$ cat src/rtl/bpu.sv
// Bimodal branch predictor: PHT of 2-bit counters; define BPU_GSHARE_EN to XOR a global history into the index.
// Latency: one cycle from request to registered prediction; an update bypasses into a same-cycle lookup.
// Backpressure: bpu_stall_in freezes the output registers; PHT updates are always applied.
module bpu #(
    parameter int DATA_WIDTH = 32,
    parameter int IDX_BITS   = 6
) (
    input  logic                  clk_in,
    input  logic                  rst_in,
    input  logic                  bpu_req_valid_in,
    input  logic [DATA_WIDTH-1:0] bpu_pc_in,
    input  logic                  bpu_stall_in,
    input  logic                  bpu_upd_valid_in,
    input  logic [IDX_BITS-1:0]   bpu_upd_idx_in,
    input  logic                  bpu_upd_taken_in,
    output logic                  bpu_valid_out,
    output logic                  bpu_prediction_out,
    output logic [IDX_BITS-1:0]   bpu_idx_out
);

    localparam int ENTRIES = 1 << IDX_BITS;

    logic [1:0]          pht [ENTRIES];
    logic [IDX_BITS-1:0] pc_idx;
    logic [IDX_BITS-1:0] lkp_idx;
    logic [1:0]          upd_cnt;
    logic [1:0]          upd_next;
    logic [1:0]          lkp_cnt;
    logic                lkp_pred;
    logic                unused_pc_bits;

    // Word-aligned PC: the low two bits and the bits above the index never matter.
    assign pc_idx         = bpu_pc_in[IDX_BITS+1:2];
    assign unused_pc_bits = ^{bpu_pc_in[DATA_WIDTH-1:IDX_BITS+2], bpu_pc_in[1:0]};

`ifdef BPU_GSHARE_EN
    logic [IDX_BITS-1:0] ghr;

    assign lkp_idx = pc_idx ^ ghr;

    // Lookups see the history before this cycle's update shifts in.
    always_ff @(posedge clk_in) begin
        if (!rst_in) begin
            ghr <= '0;
        end else if (bpu_upd_valid_in) begin
            ghr <= {ghr[IDX_BITS-2:0], bpu_upd_taken_in};
        end
    end
`else
    assign lkp_idx = pc_idx;
`endif

    always_comb begin
        upd_cnt  = pht[bpu_upd_idx_in];
        upd_next = upd_cnt;
        if (bpu_upd_taken_in) begin
            if (upd_cnt != 2'b11) begin
                upd_next = upd_cnt + 2'b01;
            end
        end else if (upd_cnt != 2'b00) begin
            upd_next = upd_cnt - 2'b01;
        end

        // Bypass the counter being written this cycle so the lookup sees its new value.
        lkp_cnt = pht[lkp_idx];
        if (bpu_upd_valid_in && (bpu_upd_idx_in == lkp_idx)) begin
            lkp_cnt = upd_next;
        end
        lkp_pred = bpu_req_valid_in & lkp_cnt[1];
    end

    always_ff @(posedge clk_in) begin
        if (!rst_in) begin
            for (int i = 0; i < ENTRIES; i++) begin
                pht[i] <= 2'b01;
            end
        end else if (bpu_upd_valid_in) begin
            pht[bpu_upd_idx_in] <= upd_next;
        end
    end

    always_ff @(posedge clk_in) begin
        if (!rst_in) begin
            bpu_valid_out      <= 1'b0;
            bpu_prediction_out <= 1'b0;
            bpu_idx_out        <= '0;
        end else if (!bpu_stall_in) begin
            bpu_valid_out      <= bpu_req_valid_in;
            bpu_prediction_out <= lkp_pred;
            bpu_idx_out        <= lkp_idx;
        end
    end

endmodule

$ cat config.mk
export PLATFORM = sky130hd
export DESIGN_NAME = bpu
export DESIGN_NICKNAME = d
export VERILOG_FILES = /design/src/rtl/bpu.sv
export SDC_FILE = /design/constraint.sdc
export NUM_CORES = 1
export LEC_CHECK = 0
export CORE_MARGIN = 2
export CORE_UTILIZATION = 60
export CTS_CLUSTER_SIZE = 20
export DETAILED_ROUTE_END_ITERATION = 12
export PLACE_DENSITY = 0.86
export SYNTH_ARGS = -nofsm -noshare
export SYNTH_HDL_FRONTEND = slang
export SYNTH_SLANG_ARGS = --single-unit
$ cat constraint.sdc
create_clock -name clk_in -period 3.1 [get_ports clk_in]
set_clock_uncertainty 0.1 [all_clocks]
set_input_delay 0.31 -clock clk_in [delete_from_list [all_inputs] [get_ports clk_in]]
set_output_delay 0.31 -clock clk_in [all_outputs]
set_load 0.02 [all_outputs]
==> out/results.tsv <==
metric	value	unit
complex-gate fraction of the synthesized area	8.085	%
hold_buf cts	0	
Leak	0.002831	uW
post-route minimum period	2914	ps
Primary FF master, synth	edfxtp_1	
crit path DAT	2960	ps
1st-pass router iterations	6	
adder-cell area share of the yosys netlist	0.2662	%
Pwr Total	4918	uW
Worst Path Required	3140	ps
Fin Setup TNS	0	ps
endpoints failing hold	0	
number of distinct library cells after synthesis	55	
DP Area	8158	um^2
final setup vio count	0	
Starting Density	62.10	%
clk buf depth	2	
Synth Area in XOR/XNOR	0.6987	%
dpl ws	-108.7	ps
synthesized area	7521	um^2
CP Capture Type	flip-flop	
die height	116.0	um
maximum vdd drop	0.4162	mV
first-pass GRT wire length	31.03	mm
vias in the first global route	5668	
grt total ovfl	0	
Yosys warnings	0	
Hold Worst Slack	250.2	ps
syn nets	697	
P per Cell Area	558.4	nW/um^2
Core Rows	40	
Post-synth EDFFs	128	
# Post-CTS Setup Buffers	0	
num ports	52	
Seq cells post-synth	136	
Root Driver	clkbuf_16	
drt via density	6.965	
status	finished clean	
Area Overhead vs Synth	17.10	%
switching share of total power	24.25	%
pin count of the biggest net entering global routing	53	
post-synthesis mux area share	15.72	%
startpoint types	flip-flop	
post-route clock period utilization	94.00	%
fin nets	727	
routed vias	6018	
DIE AREA	13450	um^2
Max Clock Freq	343.2	MHz
HP Class	input port to flip-flop	
Async S/R FF share, synth	0	%
largest family of logic cells by synthesized area	simple AND/OR/NAND/NOR gates	
Inserted Clock Buffers	17	
CTS tree	yes	
clock-pin slew on the worst setup and hold paths	60	ps
Reg power frac	42.4	%
Slew Limit Headroom	43.61	%
max capacitance violation total	0	
mean post-synth cell area	11.52	um^2
RSZ-0062 raised after global routing	false	
Sink Count	136	
design area	8807	um^2
drt drc	0	
final worst setup slack	185.9	ps
Core Region	12110	um^2
Logic pwr share	12.4	%
sequential area share after synthesis	53.24	%
die width	116.0	um
Post-DP HPWL	13.03	mm
internal power	3726	uW
crit path kind	flip-flop to flip-flop	
critical path peak fanout	24	
initial drt markers	978	
Worst Max-Slew Pin Slew	843.8	ps
antenna-violating nets left	0	
PortBufs	25	
# resized after CTS	0	
n_diodes	0	
aggregate global-route resource usage	31.49	%
Pins Over Slew Limit	0	
Clk Latency, worst-skew pair	430	ps
Routed wire per std cell	23.72	um
Synth Area in Simple Gates	16.09	%
Detailed Route WL	20.49	mm
Clock Power Share	45.3	%
share of cells above drive strength 1	19.40	%
sw power	1192	uW
Mapped Cells	653	
H-tree depth	4	
initial antenna violation count	0	
Placer Congestion	0.9407	
==> power by group through the flow <==
| stage | clock, uW | combinational [uW] | sequential [uW] |
|---|---|---|---|
| 2_1_floorplan | 0 | 391 | 2110 |
| 3_3_place_gp | 0 | 564 | 2110 |
| 3_5_place_dp | 0 | 582 | 2120 |
| 4_1_cts | 2220 | 591 | 2080 |
| 5_1_grt | 2280 | 634 | 2090 |
| 6_report | 2230 | 608 | 2080 |
==> state kept, by name, summed over array words and instances, names as in the netlist <==
signal              count
bpu_idx_out             6
bpu_prediction_out      1
bpu_valid_out           1
pht                   128
==> cell usage in the layout, fill, tap and decap left out, types with 3 or more instances in the layout <==
cell type and instances:
a21oi_1 6, a22oi_1 6, a31oi_1 3, buf_12 8, buf_2 3, buf_4 61, bufinv_16 5, clkbuf_16 17
clkdlybuf4s50_1 22, clkinv_2 3, clkinv_4 3, dfxtp_1 8, edfxtp_1 128, inv_1 3, mux2i_1 27, mux4_1 12
mux4_2 26, nand2_1 66, nand2b_1 8, nand3_1 5, nand3b_1 5, nand4_1 21, nor2_1 59, nor2b_1 9
nor3_1 65, o21ai_0 64, o221ai_1 4, o22ai_1 3, xnor2_1 3, xor2_1 3
==> cells by family (layout without fill, tap and decap cells) <==
| group | Yosys count | after routing |
|---|---|---|
| muxes | 66 | 66 |
| AOI/OAI and AO/OA | 103 | 103 |
| adders and majority gates | 2 | 2 |
| DFF | 136 | 136 |
| buffers and inverters | 87 | 130 |
| and+or+nand+nor | 253 | 253 |
| xor gates and xnor gates | 6 | 6 |
==> metrics by stage <==
stage                     std cells  util [%]
after floorplan                 653         -
after global placement          832     67.36
after detailed placement        832     67.36
after CTS                       864     72.72
after global routing            864     72.72
final                           864     72.72
==> worst max-delay path, cell delays in order (launching register included) <==
cell      delay (ps)
edfxtp_1         410
mux4_2           480
nand2_1           90
a21oi_1           70
a311o_1          340
nor4_2           410
maj3_2           410
buf_12           200
nand4_1          120
==> cells in the mapped netlist, drive strengths merged (2+ instances only) <==
cell type / instances / share of area (%)
edfxtp: 128 / 51
nor2: 60 / 3.0
a211oi: 2 / 0.20
nand2b: 8 / 0.67
maj3: 2 / 0.27
inv: 4 / 0.20
mux4: 38 / 12
buf: 35 / 3.3
o21ai: 66 / 4.4
nand3: 5 / 0.33
or3b: 2 / 0.23
nor2b: 9 / 0.75
o22ai: 3 / 0.25
nand4: 21 / 1.7
a31oi: 3 / 0.25
dfxtp: 8 / 2.1
nand4b: 2 / 0.23
nand2: 66 / 3.3
nor3b: 2 / 0.20
o221ai: 4 / 0.47
xnor2: 3 / 0.35
a21oi: 6 / 0.40
a22oi: 6 / 0.60
nand3b: 5 / 0.50
and2: 2 / 0.17
xor2: 3 / 0.35
nor3: 65 / 4.3
nor4: 2 / 0.25
clkbuf: 48 / 2.4
mux2i: 27 / 3.6
o2bb2ai: 2 / 0.23
a211o: 2 / 0.23
==> cell type report <==
cell class	instances	area, um^2
clock inverter	15	224.0
fill	753	3304
clock buffer	17	425.4
multi-input combinational	430	3075
tap	168	210.2
timing repair buffer	94	853.3
inverter	4	15.01
sequential	136	4004
==> worst paths after layout <==
check	cells past startpoint	slack [ps]	to	start
max	8	190	pht[3][0]	pht[30][1]
min	2	250	bpu_idx_out[5]	rst_in
min reg2reg	2	390	bpu_valid_out	bpu_valid_out
max reg2reg	8	190	pht[3][0]	pht[30][1]
==> routing by layer <==
layer	wire length [um]	share of wire (%)	track usage, %	up-vias
li1	-	-	-	2521
met1	7081	35	38.91	2860
met3	2423	12	7.008	109
met2	9942	49	51.66	528
met5	0	0	0	-
met4	1044	5.1	17.86	0
Power figures use the tool's default switching activity.
